--- src/rtl/spi_tra_buffer_fifo.sv ---
// Transmit queue between the Object Dictionary/SCB side and the SPI master.
// Holds up to DEPTH packed transaction words and presents the head word, split into fields, with valid/ready.
module spi_tra_buffer_fifo #(
    parameter int DATA_W = 8,
    parameter int DEPTH  = 4,
    localparam int WORD_W = 24 + DATA_W,
    localparam int CNT_W  = $clog2(DEPTH + 1)
) (
    input  logic              clk,
    input  logic              rst,
    input  logic [WORD_W-1:0] data_tra_in,
    input  logic              buffer_en,
    input  logic              flush,
    input  logic              tra_ready,
    output logic              tra_valid,
    output logic [7:0]        spi_id,
    output logic [7:0]        spi_select,
    output logic [7:0]        spi_reg,
    output logic [DATA_W-1:0] data_tra_out,
    output logic              full,
    output logic [CNT_W-1:0]  count,
    output logic              overflow
);
    localparam int PTR_W = $clog2(DEPTH);
    localparam logic [CNT_W-1:0] FULL_CNT = CNT_W'(DEPTH);

    logic [WORD_W-1:0] mem [DEPTH];
    logic [PTR_W-1:0]  wr_ptr_reg;
    logic [PTR_W-1:0]  rd_ptr_reg;
    logic [CNT_W-1:0]  count_reg;
    logic              overflow_reg;
    logic              pop;
    logic              wr;
    logic              drop;
    logic [WORD_W-1:0] head;

    assign tra_valid = (count_reg != '0);
    assign full      = (count_reg == FULL_CNT);
    assign count     = count_reg;
    assign overflow  = overflow_reg;

    // A pop frees a slot in the same cycle, so a full queue can still accept a write.
    assign pop  = tra_valid & tra_ready;
    assign wr   = buffer_en & (~full | pop);
    assign drop = buffer_en & full & ~pop;

    always_ff @(posedge clk) begin
        if (wr && !flush) begin
            mem[wr_ptr_reg] <= data_tra_in;
        end
    end

    always_ff @(posedge clk or negedge rst) begin
        if (!rst) begin
            wr_ptr_reg   <= '0;
            rd_ptr_reg   <= '0;
            count_reg    <= '0;
            overflow_reg <= 1'b0;
        end else if (flush) begin
            wr_ptr_reg   <= '0;
            rd_ptr_reg   <= '0;
            count_reg    <= '0;
            overflow_reg <= 1'b0;
        end else begin
            if (wr) begin
                wr_ptr_reg <= wr_ptr_reg + 1'b1;
            end
            if (pop) begin
                rd_ptr_reg <= rd_ptr_reg + 1'b1;
            end
            if (wr && !pop) begin
                count_reg <= count_reg + 1'b1;
            end else if (pop && !wr) begin
                count_reg <= count_reg - 1'b1;
            end
            if (drop) begin
                overflow_reg <= 1'b1;
            end
        end
    end

    // Fields are forced to zero when nothing is queued so the master never sees stale data.
    assign head         = tra_valid ? mem[rd_ptr_reg] : '0;
    assign spi_id       = head[WORD_W-1 -: 8];
    assign spi_select   = head[WORD_W-9 -: 8];
    assign spi_reg      = head[WORD_W-17 -: 8];
    assign data_tra_out = head[DATA_W-1:0];
endmodule

--- config.mk ---
export PLATFORM = sky130hd
export DESIGN_NAME = spi_tra_buffer_fifo
export DESIGN_NICKNAME = d
export VERILOG_FILES = /design/src/rtl/spi_tra_buffer_fifo.sv
export SDC_FILE = /design/constraint.sdc
export NUM_CORES = 1
export LEC_CHECK = 0
export CORE_AREA = 2 2 128 130
export CTS_BUF_LIST = sky130_fd_sc_hd__clkbuf_4 sky130_fd_sc_hd__clkbuf_8
export DETAILED_ROUTE_END_ITERATION = 16
export DIE_AREA = 0 0 130 132
export PLACE_DENSITY = 0.55
export SKIP_CTS_REPAIR_TIMING = 1
export SLEW_MARGIN = 20
export SYNTH_ARGS = -nofsm -noshare
export SYNTH_HDL_FRONTEND = slang
export SYNTH_SLANG_ARGS = --single-unit
--- constraint.sdc ---
create_clock -name clk -period 5.27 [get_ports clk]
set_input_delay 1.054 -clock clk [delete_from_list [all_inputs] [get_ports clk]]
set_output_delay 1.054 -clock clk [all_outputs]
set_load 0.02 [all_outputs]
* Word level (Yosys, flattened, before mapping)
Memories as Yosys holds them, arrays and structs flattened. Cells that the tools add are included.
Cells by class: eq/ne operators 1, bitwise gates (word level) 7, multiplexer cells 12, reduce and logical (&&, ||, !) cells 11, add/sub/neg operators 4
Operators with widths (count):
- two-way mux 32 bit | 1
- two-way mux 3 bit | 3
- two-way mux 2 bit | 4
- nonzero test 2 bit | 3
- nonzero test 3 bit | 2
- adder 2 x 1 -> 2 bit, second input constant | 2
- bitwise AND 1 bit | 4
- two-way mux 1 bit | 4
- adder 3 x 1 -> 3 bit, second input constant | 1
- equality test 3 bit, second input constant | 1
- logical AND 1 bit | 3
- zero test 1 bit | 3
- subtractor 3 x 1 -> 3 bit, second input constant | 1
- NOT 1 bit | 2
- OR 1 bit | 1
Word-level totals: memories 1, flip-flop bits (word level) 8, logic and storage cells 40, RAM bits 128, output and inout bits 38, bits of input ports 37
Memory list:
- mem | depth 4, width 32, rd ports 1, clocked after Yosys merged registers in 0, write ports 1, RTL line 27 | logic [WORD_W-1:0] mem [DEPTH];

* Depth between registers and ports, before layout
depth after elaboration 9, mapped depth 7, depth with buffers taken out 6

* Worst setup path after synthesis
OpenSTA, ideal clock, no wires.
path kind input port to flip-flop, start point input tra_ready, end point memory mem[0][0] in the netlist's numbering (enable), path buffers 1, library setup time 0.468 ns, setup slack 0.967 ns, data required time 4.802 ns, cell stages on the path 3, data arrival time 3.836 ns, path through buf_2 > o21ai_0 > nor3b_1
On the way: longest elaborated chain between the ends 6
RTL lines:
- from (decl) | RTL line 14 | input logic tra_ready,
- bitwise AND 1 bit | RTL line 43 | assign pop = tra_valid & tra_ready;
- OR 1 bit | RTL line 44 | assign wr = buffer_en & (~full | pop);
- bitwise AND 1 bit | RTL line 44
- logical AND 1 bit | RTL line 48 | if (wr && !flush) begin
- two-way mux 1 bit | RTL line 48
- two-way mux 1 bit (not written as such) | RTL line 49 | mem[wr_ptr_reg] <= data_tra_in;
- to (decl) | RTL line 27
Every way passes these cells.

* Worst setup path in the final report
start point register rd_ptr_reg[0], end point output spi_select[4]
On the way: longest elaborated chain between the ends 2
RTL lines:
- from (decl) | RTL line 29 | logic [PTR_W-1:0] rd_ptr_reg;
- from (signal assigned) | RTL line 69 | rd_ptr_reg <= rd_ptr_reg + 1'b1;
- memory read (4 x 32 bit)
- two-way mux 32 bit | RTL line 83 | assign head = tra_valid ? mem[rd_ptr_reg] : '0;
- to (decl) | RTL line 17 | output logic [7:0] spi_select,
Every way passes these cells.

==> results.py <==
metrics = {
    "outcome": {
        "status": "finished clean",
    },
    "finish": {
        "diodes": 0,
        "final_common_cell": "edfxtp_1",
        "area.growth.synth_to_final_pct": 27.0,
        "seq_area_um2": 4050,
        "largest_reg_flops": 128,
        "finalNetCount": 400,
        "stdcell_count": 586,
        "nFillCells": 1387,
        "multi_input_area_um2": 1340,
        "drive_above_1_share_pct": 22.4,
        "final_cell_mix": "edfxtp_1, clkdlybuf4s50_1, mux4_2, and2b_1, clkbuf_8",
    },
    "setup_path": {
        "arrival_ns": 2.87,
        "r2r_cells": 4,
        "end_kind": "output pin",
        "regToRegStartpoint": "count[2]",
        "critPathMaxFanout": 24,
        "crit_required_ns": 4.22,
        "r2r_end": "mem[0][22]",
        "start_kind": "flop",
        "rrSetupSlack_ns": 2.96,
        "crit_type": "flop to output pin",
    },
    "synthesis": {
        "ys_ff_latch": 136,
        "synthesis.nets": 312,
        "syn_area_per_cell_um2": 20.2,
        "synth_cell_types": 32,
        "yosysTopAreaCell": "edfxtp_1",
        "syn-cell-area_um2": 5470,
        "yosysSeqAreaShare_pct": 74.0,
        "synth_cells": 270,
        "synth_area_leaders": "edfxtp_1, mux4_2, dfrtp_1",
        "yosysWarnings": 0,
        "yosysTopAreaCellShare_pct": 70.3,
    },
    "clock_network": {
        "numCtsBuffers": 17,
        "cts_tree": "yes",
        "clock_path_buffers": 2,
        "root_buffer": "clkbuf_8",
        "clkLatencyLatePin_ns": 0.44,
        "clock_sinks": 136,
        "cts-htree-levels": 4,
        "clk_pin_slew_worst_paths_ns": 0.07,
    },
    "global_routing": {
        "antenna_found_initial": 0,
        "grt_usage_pct": 13.1,
        "grt_pass1_wl_um": 16200,
        "overflow": 0,
        "grt_max_degree": 34,
        "grt_pass1_vias": 2877,
    },
    "die": {
        "start_util_pct": 34.8,
        "io_pins": 75,
        "die_w_um": 130,
        "dieArea_um2": 17200,
        "fp-row-count": 46,
        "dieHeight_um": 132,
        "core_um2": 15700,
    },
    "sta": {
        "hold_viol_final": 0,
        "worst_slack_ns": 1.34,
        "finalSetupTns_ns": 0,
        "rsz0062_at_grt": "no",
        "maxSlewHeadroom_pct": 40.7,
        "min_period_over_period_pct": 74.5,
        "tightest_slew_ns": 0.889,
        "fmaxAchievable_mhz": 255,
        "drv_slew": 0,
        "clock_skew_ns": 0.00742,
        "post-route-min-period_ns": 3.93,
        "finalSetupViolations": 0,
    },
    "placement": {
        "dp_cells": 555,
        "dp_hpwl_um": 6180,
        "portBuffers": 74,
        "gp_congestion": 0.757,
        "dp_slack_ns": 1.69,
    },
    "routing": {
        "viasPerCell": 4.62,
        "ant_nets": 0,
        "first_pass_iters": 4,
        "num_vias": 2710,
        "avgRoutedWirePerCell_um": 17.6,
        "drt-initial-drc-count": 198,
        "drc": 0,
        "drt_wl_total_um": 10300,
    },
    "power": {
        "p_leak_nw": 2.28,
        "ir_drop_mv": 0.227,
        "power_density_nw_per_um2": 489,
    },
    "hold_path": {
        "hold_depth": 2,
        "min_from": "overflow",
        "holdPathEnd": "overflow",
        "holdCritPathClass": "flop to flop",
    },
    "run": {
        "drv_cap": 0,
    },
}
## worst max-delay path by stage
stage	from	endpoint	slack, ns	cells past startpoint
CTS	rd_ptr_reg[0]	spi_select[2]	1.18	4
finish	rd_ptr_reg[0]	spi_select[4]	1.34	4
floorplan	tra_ready	mem[0][0]	0.97	3
global placement	rd_ptr_reg[0]	spi_select[2]	1.69	4
detailed placement	rd_ptr_reg[0]	spi_select[2]	1.69	4
global route	rd_ptr_reg[0]	spi_id[1]	1.09	4
## worst max-delay path, stage by stage (launching register included)
cell and delay, ns:
dfrtp_2 0.90, buf_4 0.32, mux4_2 0.51, and2b_1 0.17, clkdlybuf4s50_1 0.53
## area by class of cell
cell class	count	share of cell area, %
Tap cell	216	3.89
Clock buffer	17	3.37
Multi-Input combinational cell	112	19.3
Clock inverter	14	2.97
Timing Repair Buffer	85	11.9
Inverter	6	0.324
Sequential cell	136	58.3
## power breakdown
part           internal (mW)  switching, mW  leakage, nW
logic                  0.596          0.510        0.802
registers               1.24          0.103         1.27
clock network          0.555          0.390        0.210
## cells in the mapped netlist
master / instances
o21ai_0: 2
inv_1: 6
o21a_4: 1
mux2_4: 1
dfrtp_1: 8
buf_6: 1
nor4b_1: 1
nand2b_1: 4
nor2_1: 11
or3b_4: 1
fa_1: 1
mux4_2: 32
nor2b_1: 16
nor3b_1: 4
mux2_2: 2
a221oi_1: 1
nor3_1: 1
xnor2_1: 1
and3_1: 1
a31oi_1: 3
edfxtp_1: 128
clkbuf_1: 6
buf_2: 6
mux2i_1: 2
xor2_1: 2
o311ai_0: 1
o21a_1: 1
o31ai_1: 1
ha_1: 4
and2b_1: 17
or3_1: 1
buf_4: 3
## metal layers
metal,global-route usage (%),part of all wire (%)
met2,20.0,50
met3,5.44,5.5
met4,4.90,0.82
met1,16.6,44
met5,0,0
## cell families after synthesis
logic type / Yosys count / synth area share (%)
flip-flops: 136 / 74.0
AND/OR/NAND/NOR: 57 / 6.62
multiplexers: 37 / 14.2
buffers and inverters: 22 / 1.99
AO/OA/AOI/OAI: 10 / 1.40
adder cells (fa/ha/maj): 5 / 1.28
XOR/XNOR: 3 / 0.481
## metrics by stage
| step | power [mW] | hold slack, ns | area, um2 | util, % |
|---|---|---|---|---|
| detailed placement | 2.50 | 0.489 | 6500 | 41.4 |
| global route | 3.57 | 0.551 | 6940 | 44.2 |
| floorplan | 2.03 | 0.554 | 5470 | - |
| global placement | 2.50 | 0.492 | 6500 | 41.4 |
| finish | 3.40 | 0.504 | 6940 | 44.2 |
| CTS | 3.46 | 0.514 | 6940 | 44.2 |
(Power assumes the default switching activity.)
